File: config.mk
export PLATFORM = sky130hd
export DESIGN_NAME = lsu_mem_ctrl
export DESIGN_NICKNAME = d
export VERILOG_FILES = /design/src/rtl/lsu_mem_ctrl_pkg.sv /design/src/rtl/lsu_lane_align.sv /design/src/rtl/lsu_mem_ctrl.sv
export SDC_FILE = /design/constraint.sdc
export NUM_CORES = 1
export LEC_CHECK = 0
export CAP_MARGIN = 20
export CORE_MARGIN = 2
export CORE_UTILIZATION = 44
export CTS_CLUSTER_SIZE = 20
export DETAILED_ROUTE_END_ITERATION = 10
export PLACE_DENSITY = 0.79
export SYNTH_ARGS = -nofsm -noshare
export SYNTH_HDL_FRONTEND = slang
export SYNTH_SLANG_ARGS = --single-unit
File: constraint.sdc
create_clock -name clk -period 2.35 [get_ports clk]
set_clock_uncertainty 0.2 [all_clocks]
set_input_delay 0.47 -clock clk [delete_from_list [all_inputs] [get_ports clk]]
set_output_delay 0.47 -clock clk [all_outputs]
set_load 0.01 [all_outputs]
File: src/rtl/lsu_mem_ctrl_pkg.sv
// Shared definitions for the load/store unit: access-size codes, error
// causes, controller states and the store-side lane helpers.
package lsu_mem_ctrl_pkg;

  localparam logic [1:0] LS_WORD = 2'd0;
  localparam logic [1:0] LS_HALF = 2'd1;
  localparam logic [1:0] LS_BYTE = 2'd2;
  localparam logic [1:0] LS_LUI  = 2'd3;

  localparam logic [1:0] CAUSE_NONE     = 2'd0;
  localparam logic [1:0] CAUSE_MISALIGN = 2'd1;
  localparam logic [1:0] CAUSE_TIMEOUT  = 2'd2;
  localparam logic [1:0] CAUSE_CONFLICT = 2'd3;

  typedef enum logic [1:0] {
    ST_IDLE = 2'd0,
    ST_REQ  = 2'd1,
    ST_DONE = 2'd2,
    ST_ERR  = 2'd3
  } state_t;

  // Byte enables for a little-endian lane; loads and stores use the same mask.
  function automatic logic [3:0] lane_be(input logic [1:0] ls_type, input logic [1:0] lane);
    case (ls_type)
      LS_BYTE: return 4'b0001 << lane;
      LS_HALF: return 4'b0011 << lane;
      default: return 4'b1111;
    endcase
  endfunction

  // Replicate the store data across every lane so the byte enables alone
  // select which bytes memory writes.
  function automatic logic [31:0] lane_wdata(input logic [1:0] ls_type, input logic [31:0] wdata);
    case (ls_type)
      LS_BYTE: return {4{wdata[7:0]}};
      LS_HALF: return {2{wdata[15:0]}};
      default: return wdata;
    endcase
  endfunction

endpackage

File: src/rtl/lsu_lane_align.sv
// Load-side lane extraction: picks the addressed byte/half out of the
// memory word and zero- or sign-extends it to 32 bits.
module lsu_lane_align
  import lsu_mem_ctrl_pkg::*;
(
  input  logic [31:0] rdata,
  input  logic [1:0]  lane,
  input  logic [1:0]  ls_type,
  input  logic        ls_unsigned,
  output logic [31:0] ext_data
);

  logic signed [7:0]  byte_s;
  logic signed [15:0] half_s;

  // Select the addressed lane and extend according to the access type.
  always_comb begin
    byte_s = rdata[{lane, 3'b000} +: 8];
    half_s = rdata[{lane[1], 4'b0000} +: 16];
    case (ls_type)
      LS_BYTE: ext_data = ls_unsigned ? {24'd0, byte_s} : 32'(byte_s);
      LS_HALF: ext_data = ls_unsigned ? {16'd0, half_s} : 32'(half_s);
      default: ext_data = rdata;
    endcase
  end

endmodule

File: src/rtl/lsu_mem_ctrl.sv
// Multi-cycle load/store controller. Holds the core in stall while a
// word-aligned request is outstanding on the handshaked data memory port,
// returns extended load data, and flags misalignment, read/write conflict
// and memory timeout with a one-cycle error pulse.
module lsu_mem_ctrl
  import lsu_mem_ctrl_pkg::*;
#(
  parameter int TIMEOUT_CYCLES = 255
) (
  input  logic        clk,
  input  logic        rst_n,
  input  logic        mem_read,
  input  logic        mem_write,
  input  logic [1:0]  ls_type,
  input  logic        ls_unsigned,
  input  logic [31:0] addr,
  input  logic [31:0] wdata,
  output logic        stall,
  output logic [31:0] ld_data,
  output logic        ld_valid,
  output logic        err,
  output logic [1:0]  err_cause,
  output logic        dmem_req,
  output logic        dmem_we,
  output logic [3:0]  dmem_be,
  output logic [31:0] dmem_addr,
  output logic [31:0] dmem_wdata,
  input  logic [31:0] dmem_rdata,
  input  logic        dmem_ack
);

  // Counter value seen in the last REQ cycle before giving up.
  localparam logic [7:0] CNT_LAST = 8'(TIMEOUT_CYCLES - 1);

  state_t      state;
  state_t      state_next;
  logic [7:0]  cnt;
  logic [1:0]  req_type;
  logic [1:0]  req_lane;
  logic        req_unsigned;
  logic        active;
  logic        conflict;
  logic        misalign;
  logic        timeout;
  logic        launch;
  logic        fail;
  logic [1:0]  fail_cause;
  logic [31:0] aligned;

  assign active   = (mem_read | mem_write) && (ls_type != LS_LUI);
  assign conflict = mem_read & mem_write;
  assign misalign = ((ls_type == LS_WORD) && (addr[1:0] != 2'b00)) ||
                    ((ls_type == LS_HALF) && addr[0]);
  assign timeout  = (cnt == CNT_LAST);

  // Lane extraction uses the type/lane captured at launch, not live inputs.
  lsu_lane_align u_align (
    .rdata       (dmem_rdata),
    .lane        (req_lane),
    .ls_type     (req_type),
    .ls_unsigned (req_unsigned),
    .ext_data    (aligned)
  );

  // State register.
  always_ff @(posedge clk or negedge rst_n) begin
    if (!rst_n) state <= ST_IDLE;
    else        state <= state_next;
  end

  // Next-state decode and control outputs.
  always_comb begin
    state_next = state;
    stall      = 1'b0;
    err        = 1'b0;
    ld_valid   = 1'b0;
    launch     = 1'b0;
    fail       = 1'b0;
    fail_cause = CAUSE_NONE;
    case (state)
      ST_IDLE: begin
        // Gated by rst_n so an async reset releases the core immediately.
        stall = active & rst_n;
        if (active) begin
          if (conflict) begin
            state_next = ST_ERR;
            fail       = 1'b1;
            fail_cause = CAUSE_CONFLICT;
          end else if (misalign) begin
            state_next = ST_ERR;
            fail       = 1'b1;
            fail_cause = CAUSE_MISALIGN;
          end else begin
            state_next = ST_REQ;
            launch     = 1'b1;
          end
        end
      end
      ST_REQ: begin
        stall = 1'b1;
        // An ack arriving in the timeout cycle still completes the access.
        if (dmem_ack) begin
          state_next = ST_DONE;
        end else if (timeout) begin
          state_next = ST_ERR;
          fail       = 1'b1;
          fail_cause = CAUSE_TIMEOUT;
        end
      end
      ST_DONE: begin
        ld_valid   = ~dmem_we;
        state_next = ST_IDLE;
      end
      ST_ERR: begin
        err        = 1'b1;
        state_next = ST_IDLE;
      end
      default: state_next = ST_IDLE;
    endcase
  end

  // Request registers, timeout counter, load result and error cause.
  always_ff @(posedge clk or negedge rst_n) begin
    if (!rst_n) begin
      dmem_req     <= 1'b0;
      dmem_we      <= 1'b0;
      dmem_be      <= 4'b0000;
      dmem_addr    <= 32'd0;
      dmem_wdata   <= 32'd0;
      cnt          <= 8'd0;
      req_type     <= LS_WORD;
      req_lane     <= 2'b00;
      req_unsigned <= 1'b0;
      ld_data      <= 32'd0;
      err_cause    <= CAUSE_NONE;
    end else begin
      if (launch) begin
        dmem_req     <= 1'b1;
        dmem_we      <= mem_write;
        dmem_be      <= lane_be(ls_type, addr[1:0]);
        dmem_addr    <= {addr[31:2], 2'b00};
        dmem_wdata   <= lane_wdata(ls_type, wdata);
        cnt          <= 8'd0;
        req_type     <= ls_type;
        req_lane     <= addr[1:0];
        req_unsigned <= ls_unsigned;
      end
      if (state == ST_REQ) begin
        if (dmem_ack) begin
          dmem_req <= 1'b0;
          if (!dmem_we) ld_data <= aligned;
        end else if (timeout) begin
          dmem_req <= 1'b0;
        end else begin
          cnt <= cnt + 8'd1;
        end
      end
      if (fail) err_cause <= fail_cause;
    end
  end

endmodule

==> results of run 1 <==
layout make-up:
class	instances	area share
Sequential cell	117	0.338
Timing Repair Buffer	251	0.293
Multi-Input combinational cell	349	0.274
Clock buffer	25	0.0559
Tap cell	168	0.0242
Inverter	23	0.00994
Clock inverter	5	0.00576
worst min path at each step:
stage          startpoint       endpoint  depth (start not counted)
2_1_floorplan       rst_n         cnt[0]                          0
6_report            rst_n  dmem_addr[29]                          2
4_1_cts             rst_n  dmem_addr[29]                          2
3_5_place_dp   ld_data[7]     ld_data[7]                          2
3_3_place_gp       cnt[5]         cnt[5]                          1
5_1_grt             rst_n  dmem_addr[29]                          2
cell usage in the layout, fill, tap and decap left out, types with 9 or more instances in the layout:
cell             instances
inv_1                   23
nor2_1                  28
clkdlybuf4s50_1        203
nand3_1                 11
nand2_1                 40
a21oi_1                 36
mux2_2                  53
o21ai_0                 77
a221o_1                  9
clkbuf_16               18
buf_4                   33
dfrtp_1                114
timing repair:
item / CTS / global route
setup endpoints to repair: 35 / 45
pin swaps: 2 / 4
gates cloned: 2 / 1
gates resized for setup: 13 / 6
setup buffers: 3 / 3
through the flow:
stage / total power [mW] / cell area [um^2] / setup slack [ns]
global route: 11.8 / 8690 / 0.0564
floorplan: 5.89 / 5540 / 0.202
CTS: 11.2 / 8620 / -0.0131
detailed placement: 8.70 / 7980 / -0.455
finish: 11.2 / 8690 / 0.122
global placement: 8.51 / 7980 / -0.434
layer usage:
metal / routed length [um] / global-route usage / share of wire
met5: 0 / 0 / 0
met4: 276 / 0.104 / 0.016
met3: 1520 / 0.0794 / 0.091
met2: 8210 / 0.414 / 0.49
met1: 6730 / 0.304 / 0.40
logic make-up after synthesis:
family | count (synthesis)
AOI/OAI and AO/OA | 157
xor gates and xnor gates | 3
adders and majority gates | 8
buffers and inverters | 60
DFF | 117
muxes | 60
other | 1
and+or+nand+nor | 119
state kept, by name, indices dropped and copies added, names as in the netlist:
register / cells
dmem_be: 4
dmem_wdata: 32
state: 2
dmem_req: 1
ld_data: 32
err_cause: 2
dmem_addr: 30
req_lane: 2
dmem_we: 1
cnt: 8
req_unsigned: 1
req_type: 2
power groups by stage:
stage	clock, mW	sequential (mW)	combinational [mW]
after floorplan	0	3.88	2.01
after global placement	0	3.56	4.95
after detailed placement	0	3.61	5.10
after CTS	2.41	3.58	5.24
after global routing	2.51	3.69	5.64
final	2.37	3.58	5.24
==> run summary, run 1 <==
Residual DRC -> 0
Share of cells above drive strength 1 -> 0.183
Fmax achieved -> 0.449 GHz
Largest net degree at the start of global routing -> 118
Top-area cell type share of the netlist area -> 0.529
Synth Area in Adders -> 0.0181
Final core occ -> 0.714
Mapped cell area -> 0.00553 mm^2
Multi-input gate area -> 0.00238 mm^2
Clock slew seen by the registers of the worst setup and hold paths -> 0.05 ns
GRT Util Overall -> 0.250
Worst-Margin Slew -> 0.621 ns
H-tree depth -> 4
Mux cell area share after synthesis -> 0.123
Switching Share -> 0.338
Starting density of the core -> 0.455
Sequential power share -> 0.320
Yosys top cell by area -> dfrtp_1
Total vias in the final route -> 5118
Antenna Nets Post-Route -> 0
Max-cap violations -> 0
RSZ-0062 raised after global routing -> no
Cells after DPL -> 899
Post-synthesis sequential area ratio -> 0.529
Cell Rows -> 40
First-pass GRT wire length -> 26000 um
Simple-gate share of the synthesized area -> 0.105
Yosys reg bits -> 117
Largest family of logic cells by synthesized area -> compound AO/OA/AOI/OAI gates
Vias/cell -> 5.46
Worst IR Drop VDD -> 625 uV
CTS Buffer Depth -> 2
Mean Syn Cell Area -> 10.5 um^2
Non-filler cells, final -> 938
Setup Crit Path Kind -> input pin to primary output
NumNets Final -> 871
IO Count -> 211
Storage element area -> 0.00293 mm^2
Final Max Tran Viols -> 0
EDFF count, synth -> 0
Beginning of the critical path -> mem_write
Final Cycle Share -> 0.948
Area growth from synthesis to layout -> 57.0%
CP arrival -> 1.56 ns
Final setup vio count -> 0
Cts bufs inserted -> 17
Worst rel slew slack -> 0.586
Vias in the first global route -> 5241
Worst hold slack -> -0.0160 ns
DP HPWL -> 11700 um
WP data required -> 1.68 ns
Commonest cells post-synth -> dfrtp_1, o21ai_0, mux2_2
Overflow after GRT -> 0
CTS Hold Buffers Added -> 0
Root Buffer -> clkbuf_16
WL/cell -> 17.8 um
Initial antenna violation count -> 0
TritonRoute pass-1 iters -> 5
RD Place Congestion -> 0.858
Layout fillers -> 868
Top-count cell post-synth -> dfrtp_1
Cell Chain, Critical Path -> clkdlybuf4s50_1 -> o21ba_4 -> a21oi_1 -> nor2_1 -> buf_2
Status -> finished, violations left
Number of port buffers -> 208
FFs w/ async S/R, synth -> 1.00
Flop-to-flop setup slack -> 0.26 ns
Pwr dens -> 1290 mW/mm^2
Synth cell types -> 50
Hold/Removal Path Class -> input pin to async pin
P_int -> 7.41 mW
Reg2reg path depth -> 8
Clock share of power -> 0.212
Area contributors post-synth -> dfrtp_1, mux2_2, o21ai_0, a21oi_1, nand2_1
Clk_lat worst skew -> 0.41 ns
Peak fanout along the critical path -> 5
Final hold violation count -> 26
Crit start category -> input pin
Die X -> 116 um
Core area -> 0.0122 mm^2
Stages on worst setup path -> 5
Slowest stage cell on the critical path -> clkdlybuf4s50_1
Drt first-iter violations -> 425
Cells after synthesis -> 525
Tmin final -> 2.23 ns
Diodes inserted -> 0
Failing checks -> negative hold slack
RR Startpoint -> state[1]
CP bufs+invs -> 2
P_leak -> 3.66 nW
Delay-heaviest family, CP -> buffers and inverters
CTS tree -> yes
RR Endpoint -> dmem_addr[19]
Die area -> 0.0135 mm^2
Post-Synth XOR/XNOR Area -> 0.00475
Switching power of the nets -> 3.78 mW
Critical Path Sink -> stall
Comb pwr share -> 0.468
Setup TNS Final -> 0 ns
Setup crit end kind -> primary output
Die Y -> 116 um
Compound-Gate Fraction of Synth Area -> 0.170
Ys Warns -> 0
Top_reg_cell synth -> dfrtp_1
DRT Wirelength -> 16700 um
Clock Sinks -> 117
Worst path max stage delay -> 0.49 ns
Note: power is estimated with default switching activity, not from simulation.
==> inputs of run 2 (changes only) <==
Settings changed: MAX_ROUTING_LAYER from default to met4, RECOVER_POWER from default to 25.
==> run summary, run 2 (synthesis results as in run 1) <==
P_int -> 7.51 mW
GRT Util Overall -> 0.257
Switching power of the nets -> 3.80 mW
RR Startpoint -> state[1]
WP data required -> 1.68 ns
Worst-Margin Slew -> 1.65 ns
Initial antenna violation count -> 2
Die X -> 116 um
P_leak -> 3.64 nW
Delay-heaviest family, CP -> buffers and inverters
Residual DRC -> 0
Worst path max stage delay -> 0.55 ns
Final setup vio count -> 0
RD Place Congestion -> 0.823
Leading registers by flop count -> dmem_wdata (32), ld_data (32), dmem_addr (30)
Sequential power share -> 0.317
Root Buffer -> clkbuf_16
Die area -> 0.0135 mm^2
Slowest stage cell on the critical path -> clkdlybuf4s50_1
CP bufs+invs -> 1
DRT Wirelength -> 16600 um
Commonest cells after routing, fill and taps aside -> clkdlybuf4s50_1, dfrtp_1, o21ai_0, mux2_2, nand2_1
Cell Chain, Critical Path -> nor3b_2 -> clkdlybuf4s50_1
Setup TNS Final -> 0 ns
First-pass GRT wire length -> 26000 um
Max-cap violations -> 1
CTS tree -> yes
WL/cell -> 17.6 um
Antenna Nets Post-Route -> 0
Failing checks -> max-capacitance violations, max-slew violations
Overflow after GRT -> 0
Largest net degree at the start of global routing -> 118
Starting density of the core -> 0.455
Fmax achieved -> 0.440 GHz
Worst hold slack -> 0.273 ns
Setup crit end kind -> primary output
Cell Rows -> 40
DP HPWL -> 11500 um
Vias in the first global route -> 5137
Core area -> 0.0122 mm^2
Peak fanout along the critical path -> 9
Total power -> 11.3 mW
Cts bufs inserted -> 17
Worst IR Drop VDD -> 699 uV
Final Max Tran Viols -> 118
Final core occ -> 0.713
CP arrival -> 1.60 ns
Clock slew seen by the registers of the worst setup and hold paths -> 0.05 ns
TritonRoute pass-1 iters -> 5
Vias/cell -> 5.49
Hold/Removal Path Class -> flip-flop to flip-flop
Final Cycle Share -> 0.968
Comb pwr share -> 0.460
Switching Share -> 0.336
Pwr dens -> 1300 mW/mm^2
Tmin final -> 2.27 ns
Layout fillers -> 852
Total vias in the final route -> 5158
Flop-to-flop setup slack -> 0.25 ns
Die Y -> 116 um
Clock Sinks -> 117
Clk_lat worst skew -> 0.41 ns
CTS Buffer Depth -> 2
Setup Crit Path Kind -> flip-flop to primary output
Commonest non-fill, non-tap cell in the layout -> clkdlybuf4s50_1
Worst rel slew slack -> -0.102
Area growth from synthesis to layout -> 56.7%
Share of cells above drive strength 1 -> 0.185
Hold path start -> cnt[5]
Beginning of the critical path -> state[0]
Number of port buffers -> 208
Crit start category -> flip-flop
H-tree depth -> 4
IO Count -> 211
NumNets Final -> 868
Status -> finished, violations left
Clock share of power -> 0.223
Drt first-iter violations -> 463
Final hold violation count -> 0
[run 2: cell types whose count changed in the layout (fill, tap and decap cells not counted), sizes merged]
cell / delta
buf: -5
dlygate4sd2: +1
dlymetal6s2s: -2
clkinv: +4
bufinv: +1
clkdlybuf4s50: +1
diode: +2
clkbuf: -2
bufbuf: +1
[run 2: worst register-to-register path, stage by stage (launching register included)]
cell and delay (ns):
dfrtp_2 0.41, buf_4 0.15, nor2_2 0.15, nand2_1 0.12, buf_4 0.17, nor2_4 0.12, bufbuf_16 0.31, mux2_2 0.34
[run 2: per-stage QoR]
stage / setup WS, ns / area (um^2) / std cells
finish: 0.0762 / 8670 / 939
global route: -0.0113 / 8670 / 939
CTS: -0.0272 / 8670 / 937
detailed placement: -0.455 / 7980 / 899
global placement: -0.425 / 7980 / 899
floorplan: 0.202 / 5540 / 526
[run 2: layout make-up]
cell class | count | area, um^2 | area share
Inverter | 23 | 86.3 | 0.00996
Sequential cell | 117 | 2930 | 0.338
Clock buffer | 22 | 474 | 0.0547
Antenna cell | 2 | 5.00 | 0.000578
Tap cell | 168 | 210 | 0.0243
Multi-Input combinational cell | 349 | 2380 | 0.275
Clock inverter | 10 | 104 | 0.0120
Timing Repair Buffer | 248 | 2470 | 0.286
[run 2: repair_timing]
item / CTS / global route
resized for setup: 14 / 3
endpoints found under the setup margin: 36 / 38
pin swaps: 0 / 1
gates cloned: 2 / 0
setup buffers: 4 / 0
hold buffers: 0 / 0
[run 2: layer usage]
metal / track usage / vias up / part of all wire
met1: 0.321 / 2496 / 0.41
li1: - / 2342 / -
met4: 0.106 / 0 / 0.025
met2: 0.403 / 283 / 0.48
met3: 0.0643 / 37 / 0.087
met5: - / - / 0
[run 2: path summary, 6_finish.rpt]
check                           endpoint  cells past startpoint
setup / recovery                ld_valid                      2
hold / removal                    cnt[5]                      1
setup reg to reg           dmem_addr[25]                      7
hold reg to reg                   cnt[5]                      1
max in group asynchronous       state[0]                      2
min in group asynchronous         cnt[7]                      2
[run 2: power by group through the flow]
stage	Clock, mW	Combinational (mW)	Sequential [mW]
after global placement	0	4.94	3.56
after floorplan	0	2.01	3.88
final	2.53	5.20	3.58
after global routing	2.66	5.59	3.70
after detailed placement	0	5.07	3.60
after CTS	2.57	5.23	3.58
